===== src/rtl/sprite_plotter.sv =====
// Rectangle plotter for press/garbage sprites: one pixel per cycle, row-major, into a VGA adapter.
// Latency: LOAD one cycle after start, then W*H plot cycles, then a one-cycle done pulse; start ignored while busy.
module sprite_plotter #(
    parameter int       LANE_W    = 40,
    parameter int       PRESS_W   = 40,
    parameter int       PRESS_H   = 60,
    parameter int       GARB_W    = 20,
    parameter int       GARB_H    = 20,
    parameter int       GARB_XOFF = 10,
    parameter int       GARB_Y    = 90,
    parameter logic [2:0] PRESS_COL = 3'b111,
    parameter logic [2:0] GARB_COL  = 3'b010
) (
    input  logic       CLOCK_50,
    input  logic       reset_n,
    input  logic       start,
    input  logic       item,
    input  logic       erase,
    input  logic [1:0] position,
    output logic       busy,
    output logic       done,
    output logic [7:0] x,
    output logic [6:0] y,
    output logic [2:0] colour,
    output logic       plot
);

    typedef enum logic [1:0] {IDLE, LOAD, SCAN, DONE} state_t;

    state_t     state, state_nx;
    logic       item_r, erase_r;
    logic [1:0] pos_r;
    logic [7:0] x0;
    logic [5:0] w, h, col, row;
    logic [7:0] lane_x;
    logic       col_last, last_px;

    assign lane_x   = {6'd0, pos_r} * 8'(LANE_W);
    assign col_last = (col == w - 6'd1);
    assign last_px  = col_last && (row == h - 6'd1);

    always_ff @(posedge CLOCK_50) begin
        if (!reset_n) state <= IDLE;
        else          state <= state_nx;
    end

    always_comb begin
        state_nx = state;
        case (state)
            IDLE:    if (start) state_nx = LOAD;
            LOAD:    state_nx = SCAN;
            SCAN:    if (last_px) state_nx = DONE;
            DONE:    state_nx = IDLE;
            default: state_nx = IDLE;
        endcase
    end

    // x/y are the current pixel registers: set to the origin in LOAD, stepped in SCAN, held otherwise
    always_ff @(posedge CLOCK_50) begin
        if (!reset_n) begin
            item_r  <= 1'b0;
            erase_r <= 1'b0;
            pos_r   <= 2'd0;
            x0      <= 8'd0;
            w       <= 6'd0;
            h       <= 6'd0;
            col     <= 6'd0;
            row     <= 6'd0;
            x       <= 8'd0;
            y       <= 7'd0;
            colour  <= 3'b000;
        end else begin
            case (state)
                IDLE: begin
                    if (start) begin
                        item_r  <= item;
                        erase_r <= erase;
                        pos_r   <= position;
                    end
                end
                LOAD: begin
                    col <= 6'd0;
                    row <= 6'd0;
                    if (item_r) begin
                        x0     <= lane_x;
                        x      <= lane_x;
                        y      <= 7'd0;
                        w      <= 6'(PRESS_W);
                        h      <= 6'(PRESS_H);
                        colour <= erase_r ? 3'b000 : PRESS_COL;
                    end else begin
                        x0     <= lane_x + 8'(GARB_XOFF);
                        x      <= lane_x + 8'(GARB_XOFF);
                        y      <= 7'(GARB_Y);
                        w      <= 6'(GARB_W);
                        h      <= 6'(GARB_H);
                        colour <= erase_r ? 3'b000 : GARB_COL;
                    end
                end
                SCAN: begin
                    if (col_last) begin
                        col <= 6'd0;
                        row <= row + 6'd1;
                        x   <= x0;
                        y   <= y + 7'd1;
                    end else begin
                        col <= col + 6'd1;
                        x   <= x + 8'd1;
                    end
                end
                default: ;
            endcase
        end
    end

    assign busy = (state == LOAD) || (state == SCAN);
    assign done = (state == DONE);
    assign plot = (state == SCAN);

endmodule


===== config.mk =====
export PLATFORM = sky130hd
export DESIGN_NAME = sprite_plotter
export DESIGN_NICKNAME = d
export VERILOG_FILES = /design/src/rtl/sprite_plotter.sv
export SDC_FILE = /design/constraint.sdc
export NUM_CORES = 1
export LEC_CHECK = 0
export BUFFER_PORTS_ARGS = -buffer_cell sky130_fd_sc_hd__buf_4
export CORE_MARGIN = 5
export CORE_UTILIZATION = 45
export CTS_CLUSTER_DIAMETER = 30
export DETAILED_ROUTE_END_ITERATION = 7
export GPL_TIMING_DRIVEN = 0
export HOLD_SLACK_MARGIN = 0.08
export PLACE_DENSITY_LB_ADDON = 0.05
export SLEW_MARGIN = 0
export SYNTH_ARGS = -nofsm -noshare
export SYNTH_HDL_FRONTEND = slang
export SYNTH_SLANG_ARGS = --single-unit
export TNS_END_PERCENT = 10

===== constraint.sdc =====
create_clock -name CLOCK_50 -period 3.9 [get_ports CLOCK_50]
set_clock_uncertainty 0.15 [all_clocks]
set_input_delay 0.195 -clock CLOCK_50 [delete_from_list [all_inputs] [get_ports CLOCK_50]]
set_output_delay 0.195 -clock CLOCK_50 [all_outputs]
set_load 0.02 [all_outputs]

* Word-level counts from Yosys, hierarchy flattened
Cells that the tools add are included. W data, S select, Z words.
Storage, ports and cells: register bits 56, input port bits 7
Cells by class: add/sub/neg operators 7, $mul 1, equality and inequality tests 8, multiplexer cells 18, reduce and logical (&&, ||, !) cells 7
Operator list (count):
- $mux W6 | 4
- $pmux W6 S2 | 2
- $mux W8 | 2
- $pmux W8 S2 | 1
- $mux W7 | 2
- $pmux W7 S2 | 1
- $add A6 B1 Y6 const B | 2
- $eq A6 B6 Y1 | 2
- $sub A6 B1 Y6 const B | 2
- $add A8 B1 Y8 const B | 1
- $add A8 B4 Y8 const B | 1
- $pmux W2 S4 | 1
- $add A7 B1 Y7 const B | 1
- $mux W2 | 3
- $mux W3 | 2
- $reduce_and A2 Y1 | 3
- $mul A2 B3 Y5 const B | 1
- $eq A2 B2 Y1 const B | 2
- $ne A2 B1 Y1 const B | 2
- $eq A2 B1 Y1 const B | 1
- $logic_not A2 Y1 | 1
- $ne A2 B2 Y1 const B | 1
- $reduce_bool A2 Y1 | 1
- $logic_and A1 B1 Y1 | 1
- $logic_or A1 B1 Y1 | 1

* Depth between registers and ports, before layout
depth in word-level cells 5, depth in mapped cells 8

* Worst setup path after synthesis
Ideal clock, no wire load.
path type reg-to-reg, from reg, netlist name x0[1], to reg row[4], setup time 0.083 ns, arrival time 2.014 ns, path slack 1.653 ns, stages on the path, launching flop included 9, clock period less this slack 2.247 ns, cells stage by stage dfxtp_1 > inv_1 > ha_1 > xnor2_1 > and4_1 > buf_6 > nand3_4 > or4_1 > o221ai_1
RTL lines:
- end signal, assigned | line 103 | row <= row + 6'd1;
- end, declared | line 34 | logic [5:0] w, h, col, row;

==> impl_metrics.toml <==
[outcome]
status = "finished, final reports clean"

[cts]
clock_latency_ns = 0.30
ctsResizeCount = 0
cts_buffer_depth = 2
numCtsBuffers = 5
clk_pin_slew_worst_paths_ns = 0.08
cts_tree = "built"
holdBufCountCts = 8
root_buffer = "clkbuf_8"
cts_setup_buffers = 0
numClockSinks = 43
h-tree-depth = 2

[global_route]
antenna_found_initial = 0
grt_pass1_wl_um = 9820
grt.total_usage = 0.191
grt_max_degree = 13
grt_pass1_vias = 1951
grt.overflow.total = 0

[layout]
n_fill_cell = 499
regArea_um2 = 861
multi_input_area_um2 = 1400
post-route-util = 0.556
diodes = 0
syn_to_final_growth_pct = 19.5
nets = 337
drive_gt1_frac = 0.146
layout_commonest_cell = "dfxtp_1"
layout_common_cells = "43 x dfxtp_1, 27 x buf_4, 26 x nor2_1, 22 x nand2_1, 17 x a21oi_1"

[worst_setup_path]
crit_fanout = 9
r2r_slack_ns = 1.43
crit_type = "reg2reg"
end_kind = "register"
start_kind = "register"
required_ns = 3.96
slowest_delay_ns = 0.53
arrival_ns = 2.53
critPathSlowestCell = "o31ai_4"
cp_cell_sequence = "inv_1, ha_1, xnor2_1, nand4_1, o31ai_4, a21oi_1, a211oi_1"

[die]
die-area_um2 = 6830
die_width_um = 82.7
die_h_um = 82.7
core-area_um2 = 5110
start_util = 0.465
core.rowCount = 26
ios = 28

[logic_synthesis]
synth_ff_type = "dfxtp_1"
synth.distinct_cells = 47
syn_nets = 296
yosysSeqAreaShare = 0.362
synth_enable_flop_cells = 0
async_flop_share = 0
syn_area_um2 = 2380
syn-mean-instance-area_um2 = 8.70
yosys_warnings = 0
synthCells = 273
ys_ff_latch = 43

[timing]
drv_slew = 0
final.period_utilization = 0.634
hold_violations = 0
layout_setup_ws_ns = 1.43
holdWs_ns = 0.0907
tightest_slew_ns = 0.661
min_period_ns = 2.47
setup_viol_count_final = 0
fin_tns_setup_ns = 0
relSlewSlack = 0.559
rsz0062_at_grt = "false"
fmax_mhz = 405

[pwr]
p_leak_nw = 1.11
power_density_nw_per_um2 = 587
ir_drop_uv = 305

[placement]
dp.final_hpwl_um = 4160
place_congestion = 0.771
pre_cts_ws_ns = 1.48
port_buffers = 26

[run]
drv_cap = 0

[drt]
wl_um = 5960
wl_per_cell_um = 15.5
routed-via-count = 2082
drc = 0
drt_pass1_iterations = 4
first_iter_violations = 93
vias_per_cell = 5.41
antenna_left = 0

[min_path]
min_path_type = "in2reg"
## layer usage
| layer | wire, um | global-route usage |
|---|---|---|
| met2 | 2840 | 0.311 |
| met1 | 2730 | 0.247 |
| met5 | 0 | 0 |
| met3 | 244 | 0.0358 |
| met4 | 150 | 0.0833 |
## layout make-up
cell class | count | share of cell area
repair buffers | 34 | 0.0970
inverters | 13 | 0.0172
multi-input cells | 203 | 0.493
well taps | 70 | 0.0309
plain buffers | 14 | 0.0234
flip-flops and latches | 43 | 0.303
clock buffers | 8 | 0.0353
## synth_stat cells, types with 7 or more instances
cell type	instances	area, um2
xnor2_1	10	87.6
a21oi_1	17	85.1
a211oi_1	7	52.6
o21ai_0	8	40.0
dfxtp_1	43	861
nor2_1	26	97.6
mux2i_1	11	110
ha_1	16	200
nand3_1	14	70.1
xor2_1	11	96.3
nand2_1	22	82.6
nand4_1	13	81.3
inv_1	11	41.3
## where the power goes
group / internal, mW / switching (mW) / total, mW / leakage [nW]
registers: 0.527 / 0.103 / 0.630 / 0.351
clock network: 0.162 / 0.152 / 0.314 / 0.0515
logic: 0.291 / 0.431 / 0.722 / 0.704
total: 0.980 / 0.686 / 1.67 / 1.11
## stage by stage
stage	power (mW)	std cells	instance area, um2
5_1_grt	1.79	385	2840
3_5_place_dp	1.34	369	2660
3_3_place_gp	1.34	369	2660
6_report	1.67	385	2840
4_1_cts	1.67	385	2840
2_1_floorplan	1.11	273	2380
## registers in the layout, summed over array words and instances (netlist names), 2 cells and up
| name | count |
|---|---|
| colour | 2 |
| pos_r | 2 |
| row | 6 |
| x0 | 6 |
| state | 2 |
| col | 6 |
| x | 8 |
| y | 7 |
## worst max-delay path: cells and delay by family (launching register included)
kind,cells,cell delay [ns]
xor gates and xnor gates,1,0.17
AOI/OAI and AO/OA,3,0.90
and+or+nand+nor,1,0.22
adders and majority gates,1,0.32
buffers and inverters,1,0.12
DFF,1,0.52
## final timing paths
check,from,endpoint,depth (start not counted)
worst min-delay path,reset_n,x[3],3
worst max register to register,x0[1],y[3],7
worst min register to register,erase_r,colour[1],1
worst max-delay path,x0[1],y[3],7
## cells by family (layout without fill, tap and decap cells)
| family | count (synthesis) | count (layout) | synth area share |
|---|---|---|---|
| simple gates | 98 | 98 | 0.207 |
| buf+inv | 27 | 69 | 0.0484 |
| compound gates | 56 | 56 | 0.163 |
| fa+ha+maj | 16 | 16 | 0.0843 |
| mux | 11 | 11 | 0.0463 |
| xor+xnor | 22 | 22 | 0.0890 |
| flops | 43 | 43 | 0.362 |
No activity file was read; power rests on OpenSTA's default activity.
